[config.mk]
export PLATFORM = sky130hd
export DESIGN_NAME = thunderbird_ctrl
export DESIGN_NICKNAME = d
export VERILOG_FILES = /design/src/rtl/thunderbird_pkg.sv /design/src/rtl/thunderbird_sync.sv /design/src/rtl/thunderbird_ctrl.sv
export SDC_FILE = /design/constraint.sdc
export NUM_CORES = 1
export LEC_CHECK = 0
export ABC_AREA = 1
export BUFFER_PORTS_ARGS = -buffer_cell sky130_fd_sc_hd__buf_2
export CAP_MARGIN = 30
export CORE_ASPECT_RATIO = 1.2
export CORE_MARGIN = 2
export CORE_UTILIZATION = 31
export CTS_BUF_LIST = sky130_fd_sc_hd__clkbuf_4 sky130_fd_sc_hd__clkbuf_8
export CTS_CLUSTER_SIZE = 25
export DETAILED_ROUTE_END_ITERATION = 8
export PLACE_DENSITY = 0.43
export SYNTH_ARGS = -nofsm -noshare
export SYNTH_HDL_FRONTEND = slang
export SYNTH_SLANG_ARGS = --single-unit
[constraint.sdc]
create_clock -name clk -period 5.3 [get_ports clk]
set_input_delay 1.06 -clock clk [delete_from_list [all_inputs] [get_ports clk]]
set_output_delay 1.06 -clock clk [all_outputs]
set_load 0.02 [all_outputs]
[src/rtl/thunderbird_pkg.sv]
// thunderbird_pkg -- shared types and constants for the thunderbird tail-lamp
// controller.
//   state_e          : controller state (IDLE, LEFT, RIGHT, HAZARD)
//   PAT_*            : 3-bit lamp patterns, bit order {C,B,A}
//   TICK_DIV_DEFAULT : default clk cycles per lamp step
//   pat_for_phase()  : turn-signal pattern for a given phase
//   arbitrate()      : request priority (hazard / both sides > left > right)
package thunderbird_pkg;

  typedef enum logic [1:0] {
    ST_IDLE   = 2'd0,
    ST_LEFT   = 2'd1,
    ST_RIGHT  = 2'd2,
    ST_HAZARD = 2'd3
  } state_e;

  localparam logic [2:0] PAT_OFF = 3'b000;
  localparam logic [2:0] PAT_1   = 3'b001;
  localparam logic [2:0] PAT_2   = 3'b011;
  localparam logic [2:0] PAT_3   = 3'b111;

  localparam int unsigned TICK_DIV_DEFAULT = 12500000;

  // Turn sequence: phase 1,2,3 light progressively more lamps, phase 0 is dark.
  function automatic logic [2:0] pat_for_phase(input logic [1:0] phase);
    logic [2:0] pat;
    case (phase)
      2'd1:    pat = PAT_1;
      2'd2:    pat = PAT_2;
      2'd3:    pat = PAT_3;
      default: pat = PAT_OFF;
    endcase
    return pat;
  endfunction

  // Both turn sides together are treated as a hazard request.
  function automatic state_e arbitrate(input logic left, input logic right,
                                       input logic hazard);
    state_e win;
    if (hazard || (left && right)) win = ST_HAZARD;
    else if (left)                 win = ST_LEFT;
    else if (right)                win = ST_RIGHT;
    else                           win = ST_IDLE;
    return win;
  endfunction

endpackage

[src/rtl/thunderbird_sync.sv]
// thunderbird_sync -- two-flop synchronizer for one asynchronous level input.
//   clk : sampling clock
//   rst : asynchronous active-low reset, clears both stages
//   d   : asynchronous input
//   q   : synchronized output (two clk edges of latency)
module thunderbird_sync (
  input  logic clk,
  input  logic rst,
  input  logic d,
  output logic q
);

  logic meta_q;
  logic sync_q;

  always_ff @(posedge clk or negedge rst) begin
    if (!rst) begin
      meta_q <= 1'b0;
      sync_q <= 1'b0;
    end else begin
      meta_q <= d;
      sync_q <= meta_q;
    end
  end

  assign q = sync_q;

endmodule

[src/rtl/thunderbird_ctrl.sv]
// thunderbird_ctrl -- Ford Thunderbird style sequential tail-lamp controller.
//   Parameter TICK_DIV : clk cycles per lamp step (2 .. 2**24)
//   clk      : rising-edge clock
//   rst      : asynchronous active-low reset
//   left     : left turn request (asynchronous level)
//   right    : right turn request (asynchronous level)
//   hazard   : hazard request (asynchronous level)
//   brake    : brake request (asynchronous level), only with THUNDERBIRD_BRAKE_EN
//   lamp_l   : registered left lamps {LC,LB,LA}
//   lamp_r   : registered right lamps {RC,RB,RA}
//   busy     : high whenever a sequence is running
//   seq_done : one-cycle pulse after each completed sequence
// Optional feature: define THUNDERBIRD_BRAKE_EN to add the brake input.
module thunderbird_ctrl
  import thunderbird_pkg::*;
#(
  parameter int unsigned TICK_DIV = TICK_DIV_DEFAULT
) (
  input  logic       clk,
  input  logic       rst,
  input  logic       left,
  input  logic       right,
  input  logic       hazard,
`ifdef THUNDERBIRD_BRAKE_EN
  input  logic       brake,
`endif
  output logic [2:0] lamp_l,
  output logic [2:0] lamp_r,
  output logic       busy,
  output logic       seq_done
);

  localparam int unsigned CNT_W = (TICK_DIV > 1) ? $clog2(TICK_DIV) : 1;
  localparam logic [CNT_W-1:0] CNT_LAST = CNT_W'(TICK_DIV - 1);

  logic left_s;
  logic right_s;
  logic hazard_s;

  thunderbird_sync u_sync_left (
    .clk (clk),
    .rst (rst),
    .d   (left),
    .q   (left_s)
  );

  thunderbird_sync u_sync_right (
    .clk (clk),
    .rst (rst),
    .d   (right),
    .q   (right_s)
  );

  thunderbird_sync u_sync_hazard (
    .clk (clk),
    .rst (rst),
    .d   (hazard),
    .q   (hazard_s)
  );

`ifdef THUNDERBIRD_BRAKE_EN
  logic brake_s;

  thunderbird_sync u_sync_brake (
    .clk (clk),
    .rst (rst),
    .d   (brake),
    .q   (brake_s)
  );
`endif

  state_e           state_q, state_d;
  logic [1:0]       phase_q, phase_d;
  logic [CNT_W-1:0] cnt_q, cnt_d;
  logic [2:0]       lamp_l_q, lamp_l_d;
  logic [2:0]       lamp_r_q, lamp_r_d;
  logic             seq_done_q, seq_done_d;

  logic             tick;
  state_e           win;

  assign tick = (state_q != ST_IDLE) && (cnt_q == CNT_LAST);
  assign win  = arbitrate(left_s, right_s, hazard_s);

  always_ff @(posedge clk or negedge rst) begin
    if (!rst) begin
      state_q    <= ST_IDLE;
      phase_q    <= 2'd0;
      cnt_q      <= '0;
      lamp_l_q   <= PAT_OFF;
      lamp_r_q   <= PAT_OFF;
      seq_done_q <= 1'b0;
    end else begin
      state_q    <= state_d;
      phase_q    <= phase_d;
      cnt_q      <= cnt_d;
      lamp_l_q   <= lamp_l_d;
      lamp_r_q   <= lamp_r_d;
      seq_done_q <= seq_done_d;
    end
  end

  // Next state, phase, step counter and end-of-sequence pulse.
  always_comb begin
    state_d    = state_q;
    phase_d    = phase_q;
    cnt_d      = cnt_q;
    seq_done_d = 1'b0;

    case (state_q)
      ST_IDLE: begin
        cnt_d   = '0;
        phase_d = 2'd0;
        if (win != ST_IDLE) begin
          state_d = win;
          phase_d = 2'd1;
        end
      end

      ST_LEFT, ST_RIGHT: begin
        cnt_d = tick ? '0 : cnt_q + CNT_W'(1);
        if (tick) begin
          if (hazard_s) begin
            // Hazard cuts a turn sequence short; that is not a completion.
            state_d = ST_HAZARD;
            phase_d = 2'd1;
          end else if (phase_q == 2'd0) begin
            seq_done_d = 1'b1;
            state_d    = win;
            phase_d    = (win == ST_IDLE) ? 2'd0 : 2'd1;
          end else begin
            phase_d = phase_q + 2'd1;
          end
        end
      end

      ST_HAZARD: begin
        cnt_d = tick ? '0 : cnt_q + CNT_W'(1);
        if (tick) begin
          if (phase_q == 2'd0) begin
            seq_done_d = 1'b1;
            state_d    = win;
            phase_d    = (win == ST_IDLE) ? 2'd0 : 2'd1;
          end else begin
            phase_d = 2'd0;
          end
        end
      end

      default: begin
        state_d = ST_IDLE;
        phase_d = 2'd0;
        cnt_d   = '0;
      end
    endcase
  end

  // Lamps are decoded from the next state so they change on the same edge
  // as the state they belong to.
  always_comb begin
    lamp_l_d = PAT_OFF;
    lamp_r_d = PAT_OFF;

    case (state_d)
      ST_LEFT:   lamp_l_d = pat_for_phase(phase_d);
      ST_RIGHT:  lamp_r_d = pat_for_phase(phase_d);
      ST_HAZARD: begin
        lamp_l_d = (phase_d == 2'd1) ? PAT_3 : PAT_OFF;
        lamp_r_d = (phase_d == 2'd1) ? PAT_3 : PAT_OFF;
      end
      default: begin
        lamp_l_d = PAT_OFF;
        lamp_r_d = PAT_OFF;
      end
    endcase

`ifdef THUNDERBIRD_BRAKE_EN
    // Brake lights every side not busy with a turn; hazard flashing wins.
    if (brake_s) begin
      if ((state_d == ST_IDLE) || (state_d == ST_RIGHT)) lamp_l_d = PAT_3;
      if ((state_d == ST_IDLE) || (state_d == ST_LEFT))  lamp_r_d = PAT_3;
    end
`endif
  end

  assign lamp_l   = lamp_l_q;
  assign lamp_r   = lamp_r_q;
  assign busy     = (state_q != ST_IDLE);
  assign seq_done = seq_done_q;

endmodule

==> summary.md, run 1 <==
| Metric | Value |
|---|---|
| Max Clock Freq | `393 MHz` |
| Filler cells | `783` |
| Synth Area per Inst | `7.89 µm²` |
| Worst slew pin tran | `0.592 ns` |
| Rel. slew slack | `60.1%` |
| Area of the multi-input gates | `1100 µm²` |
| Worst Path Required | `4.24 ns` |
| Total gr overflow | `0` |
| Max_cap viols | `0` |
| Layout area overhead | `12.2%` |
| Design area | `2620 µm²` |
| Antenna diodes | `0` |
| Antenna-violating nets left | `0` |
| Setup crit end kind | `primary output` |
| Final Power | `0.00107 W` |
| Bufs on Longest Clock Path | `2` |
| Pin count of the biggest net entering global routing | `29` |
| CTS Buf Count | `5` |
| Leakage | `1.23 nW` |
| Syn_nets | `306` |
| Post-CTS setup buffers | `0` |
| Cells after Synth | `slightly below 300` |
| Total Routed Length | `5140 µm` |
| Clk pwr share | `about a quarter` |
| Setup_tns | `0 ns` |
| RSZ-0062 raised after global routing | `no` |
| Switch share | `39.9%` |
| Status | `complete, no violations` |
| Psw | `0.000428 W` |
| Worst EP arrival | `roughly 1.5 ns` |
| Critical-path maximum fanout | `8` |
| Initial antenna violation count | `0` |
| First-pass GRT wire length | `8910 µm` |
| Pwr dens | `410 nW/µm²` |
| Sequential Power Share | `34.7%` |
| CORE AREA | `between 7000 and 8000 µm²` |
| Post-synth top area share | `43.9%` |
| H-tree Lvls | `2` |
| DR vias | `1866` |
| Storage cell area | `~1000 µm²` |
| Hpwl dp | `4030 µm` |
| Placed Area | `approximately 2500 µm²` |
| CP Class | `reg -> out` |
| Seq/Total Area, Yosys | `43.9%` |
| Setup Skew | `approximately 0.016 ns` |
| Comb power frac | `40.2%` |
| Internal | `about 0.00065 W` |
| Most frequent cells in the layout | `55 x nand2_1, 43 x inv_1, 41 x dfrtp_1` |
| Area leader, netlist | `dfrtp_1` |
| Worst path cell trace | `inv_1 > ha_1 > inv_2 > buf_2` |
| Final min period | `2.55 ns` |
| Total track usage | `13.6%` |
| DIE AREA | `8240 µm²` |
| Wire length per cell | `about 13 µm` |
| Most common cell after layout, fill and taps aside | `nand2_1` |
| Clock sinks | `41` |
| Row count | `34` |
| Slowest CP cell | `dfrtp_1` |
| Top cells by area, synth | `dfrtp_1 44%, nand2_1 8.8%, inv_1 6.9%` |
| Total Nets Final | `321` |
| Setup crit start kind | `flop` |
| DRC Markers | `0` |
| I/O pin total | `13` |
| CP max stage delay | `0.39 ns` |
| Vias per inst | `approximately 4.6` |
| Synth cell types | `30` |
| Ratio of final minimum period to clock period | `48.0%` |
| VDD IR max | `~0.00023 V` |
| # setup viols final | `0` |
| Mapped cell area | `2330 µm²` |
| Die X | `83.2 µm` |
| Die height | `between 90 and 100 µm` |
| Clk root buf | `clkbuf_8` |
| CTS clk-pin slew, worst paths | `around 0.070 ns` |
| Post_cts resized | `0` |
| #FFs+latches synth | `between 40 and 50` |
| Number of global-route vias before repair | `1940` |
| Placer Congestion | `0.799` |
| Worst hold slack | `0.349 ns` |
| Layout cell share with drive strength beyond 1 | `about a fifth` |
| Worst-skew pair later-pin latency | `0.30 ns` |
| Yosys warning count | `0` |
| Max-slew violations | `0` |
| TritonCTS clock tree | `done` |
| Drt first pass iters | `4` |
| Starting Density | `32.1%` |
| # port buffers | `12` |
| Hold Violations, Final | `0` |
| Initial DRC Count | `77` |
| Hold_buf cts | `0` |
| Class of the worst hold path | `reg -> reg` |
[sequential cells by signal, indices dropped and copies added, names as in the netlist]
name                  cells
u_sync_hazard.meta_q      1
u_sync_left.q             1
u_sync_right.q            1
state_q                   2
cnt_q                    24
lamp_l                    3
lamp_r                    3
u_sync_left.meta_q        1
phase_q                   2
u_sync_right.meta_q       1
seq_done                  1
u_sync_hazard.q           1
[metal layers]
metal	track usage, %	part of all wire (%)
met4	6.43	2.8
met2	24.4	50
met3	2.60	2.5
met1	15.6	45
met5	0	0
[power groups by stage]
| stage | registers [W] | logic (W) | clock network, W |
|---|---|---|---|
| after CTS | 0.000372 | 0.000440 | 0.000282 |
| final | 0.000372 | 0.000431 | 0.000270 |
| after detailed placement | 0.000378 | 0.000438 | 0 |
| after global routing | 0.000376 | 0.000487 | 0.000294 |
| after floorplan | 0.000388 | 0.000323 | 0 |
| after global placement | 0.000378 | 0.000437 | 0 |
[stage by stage]
step,utilization (%),worst slack [ns],cells
floorplan,-,3.37,296
global placement,34.1,3.11,393
detailed placement,34.4,3.06,394
CTS,36.0,2.73,402
global route,36.0,2.64,402
finish,36.0,2.75,402
[kinds of logic (layout without fill, tap and decap cells)]
kind of cell               count (synthesis)  count (layout)  synth area share, %
xor gates and xnor gates                   4               4                 1.50
adders and majority gates                  5               5                 2.68
and+or+nand+nor                          159             159                 34.3
buffers and inverters                     54              70                 9.06
AOI/OAI and AO/OA                         33              33                 8.52
DFF                                       41              41                 43.9
[synthesized netlist by cell type]
master and number:
nor2_1 34, nor2_2 7, nand4_1 6, nand3_4 2, nand3_1 17, inv_1 43
o21a_1 1, nor3_1 10, inv_2 6, buf_2 4, o21ai_1 1, o21ai_0 13
a31oi_1 1, nor2_4 4, or2_2 2, nor3_2 2, a211oi_1 1, nor4_1 3
dfrtp_1 41, ha_1 5, a21oi_4 2, nor3b_1 1, nand2_1 55, nand3_2 3
xor2_1 4, a21oi_1 12, nand2_2 13, buf_4 1, a21o_1 1, a22oi_1 1
[worst max-delay path, delay by kind of cell, from the launching register on]
kind | cells | cell delay (ns)
adder cells (fa/ha/maj) | 1 | 0.37
buffers and inverters | 3 | 0.43
flip-flops | 1 | 0.39
[worst paths after layout]
kind / from / to / slack [ns] / cells after the start
max: state_q[0] / busy / 2.75 / 4
min: u_sync_left.meta_q / u_sync_left.q / 0.35 / 0
max reg2reg: state_q[0] / cnt_q[13] / 3.15 / 12
min reg2reg: u_sync_left.meta_q / u_sync_left.q / 0.35 / 0
max in group asynchronous: rst / state_q[0] / 4.17 / 2
min in group asynchronous: rst / cnt_q[15] / 0.65 / 1
[area by class of cell]
| type | instances | area share [%] |
|---|---|---|
| multi-input combinational | 201 | 41.9 |
| sequential | 41 | 39.2 |
| inverter | 49 | 7.02 |
| tap | 90 | 4.30 |
| clock buffer | 6 | 3.15 |
| timing repair buffer | 13 | 3.06 |
| clock inverter | 2 | 1.43 |
Power figures use the tool's default switching activity.
==> run 2, diff against run 1 <==
Settings changed: PLACE_DENSITY 0.43 to 0.45.
Clock period 5.3 ns to 2.29 ns, I/O delays scaled along.
==> summary.md, run 2 (synthesized netlist as in run 1, its figures left out) <==
| Metric | Value |
|---|---|
| Status | `complete, no violations` |
| Antenna-violating nets left | `0` |
| Most common cell after layout, fill and taps aside | `nand2_1` |
| Worst-skew pair later-pin latency | `0.29 ns` |
| Ratio of final minimum period to clock period | `83.5%` |
| DR vias | `between 1500 and 2000` |
| Final min period | `1.91 ns` |
| CTS Buf Count | `5` |
| DIE AREA | `8240 µm²` |
| Critical-path maximum fanout | `12` |
| Most frequent cells in the layout | `55 x nand2_1, 43 x inv_1, 41 x dfrtp_1` |
| Post_cts resized | `0` |
| Number of global-route vias before repair | `1950` |
| Max FFs per register | `24` |
| Worst EP arrival | `2.10 ns` |
| Largest Register | `cnt_q` |
| I/O pin total | `13` |
| Total gr overflow | `0` |
| DRC Markers | `0` |
| Leakage | `1.23 nW` |
| Register-to-register setup slack | `0.38 ns` |
| Initial antenna violation count | `0` |
| RSZ-0062 raised after global routing | `no` |
| CP max stage delay | `0.35 ns` |
| Metal1 wirelength | `2150 µm` |
| Pin count of the biggest net entering global routing | `between 40 and 50` |
| Critical Path Most Common Cell | `inv_1` |
| Vias per inst | `4.71` |
| Post-CTS setup buffers | `0` |
| First-pass GRT wire length | `8960 µm` |
| Die height | `99.1 µm` |
| Worst hold slack | `0.224 ns` |
| Delay-heaviest family, CP | `simple AND/OR/NAND/NOR gates` |
| Hold Violations, Final | `0` |
| Row count | `34` |
| Clock sinks | `between 40 and 50` |
| Hold_buf cts | `0` |
| DR top layer | `met4` |
| Max-slew violations | `0` |
| Setup_tns | `0 ns` |
| Placed Cells incl. Taps | `397` |
| Initial DRC Count | `just under 80` |
| Hpwl dp | `3940 µm` |
| Worst Path Required | `2.48 ns` |
| Worst slew pin tran | `0.561 ns` |
| CP Class | `reg -> reg` |
| Bufs on Longest Clock Path | `2` |
| WP buf/inv | `3` |
| Met3 WL | `approximately 140 µm` |
| Setup crit start kind | `flop` |
| Pwr dens | `906 nW/µm²` |
| Reg2Reg Capture Point | `cnt_q[13]` |
| Placer Congestion | `0.831` |
| Final Non-Filler Cells | `just over 400` |
| Layout cell share with drive strength beyond 1 | `20.6%` |
| CTS clk-pin slew, worst paths | `about 0.080 ns` |
| Critical Path Start | `state_q[0]` |
| Total Routed Length | `5120 µm` |
| Antenna diodes | `0` |
| Worst flop-to-flop path startpoint | `state_q[0]` |
| Layout area overhead | `11.2%` |
| CORE AREA | `7270 µm²` |
| Max Clock Freq | `approximately 520 MHz` |
| Setup crit end kind | `flop` |
| Max_cap viols | `0` |
| # port buffers | `12` |
| Drt first pass iters | `4` |
| VDD IR max | `just under 0.0006 V` |
| Clk root buf | `clkbuf_8` |
| Setup Skew | `between 0.005 and 0.006 ns` |
| Total Nets Final | `between 300 and 400` |
| TritonCTS clock tree | `done` |
| Total track usage | `13.6%` |
| Wire length per cell | `12.6 µm` |
| Worst path cell trace | `inv_1 > ha_1 > nor2_1 > nand2_1 > nor2_2 > nand3_4 > nand2_2 > inv_1 > o21ai_1 > o21ai_0 > o21ai_0 > inv_1` |
| Rel. slew slack | `between 60% and 70%` |
| Slowest CP cell | `dfrtp_1` |
| Starting Density | `32.1%` |
| H-tree Lvls | `2` |
| WL met2 | `2700 µm` |
| # setup viols final | `0` |
| Die X | `83.2 µm` |
| Class of the worst hold path | `in -> async` |
| Reg2Reg Depth | `12` |
## run 2: layout make-up
type	count	area, µm²
well taps	90	113
fillers	780	4680
clock buffers	6	76.3
inverters	49	184
repair buffers	16	90.1
flip-flops and latches	41	1030
multi-input cells	201	1100
clock inverters	2	10.0
## run 2: worst max path at each step
stage / end / slack (ns) / cells past startpoint
after detailed placement: cnt_q[13] / 0.35 / 12
after global routing: cnt_q[13] / 0.12 / 12
after global placement: cnt_q[13] / 0.42 / 12
after floorplan: lamp_l[0] / 0.47 / 15
after CTS: cnt_q[13] / 0.34 / 12
final: cnt_q[13] / 0.38 / 12
## run 2: power by group
group	leakage, nW	switching (W)	internal [W]	total [W]
clock network	0.0484	0.000247	0.000223	0.000470
registers	0.545	0.0000421	0.000818	0.000860
logic	0.634	0.000676	0.000347	0.00102
## run 2: per-stage QoR
stage / setup WS (ns) / area (µm²) / utilization (%) / total power [W]
3_5_place_dp: 0.351 / 2510 / 34.5 / 0.00192
5_1_grt: 0.119 / 2600 / 35.7 / 0.00256
2_1_floorplan: 0.474 / 2330 / - / 0.00165
3_3_place_gp: 0.415 / 2510 / 34.5 / 0.00192
6_report: 0.377 / 2600 / 35.7 / 0.00235
4_1_cts: 0.339 / 2600 / 35.7 / 0.00241
## run 2: worst reg2reg max path, stage by stage (launching register included)
cell and delay, ns:
dfrtp_1 0.35, inv_1 0.10, ha_1 0.28, nor2_1 0.11, nand2_1 0.07, nor2_2 0.14
nand3_4 0.13, nand2_2 0.08, inv_1 0.16, o21ai_1 0.16, o21ai_0 0.10, o21ai_0 0.08
inv_1 0.05
## run 2: per-layer routing
metal / vias to the layer above / global-route usage (%)
met1: 897 / 15.4
met4: 0 / 5.17
li1: 971 / -
met2: 28 / 24.9
met5: - / 0
met3: 10 / 2.85
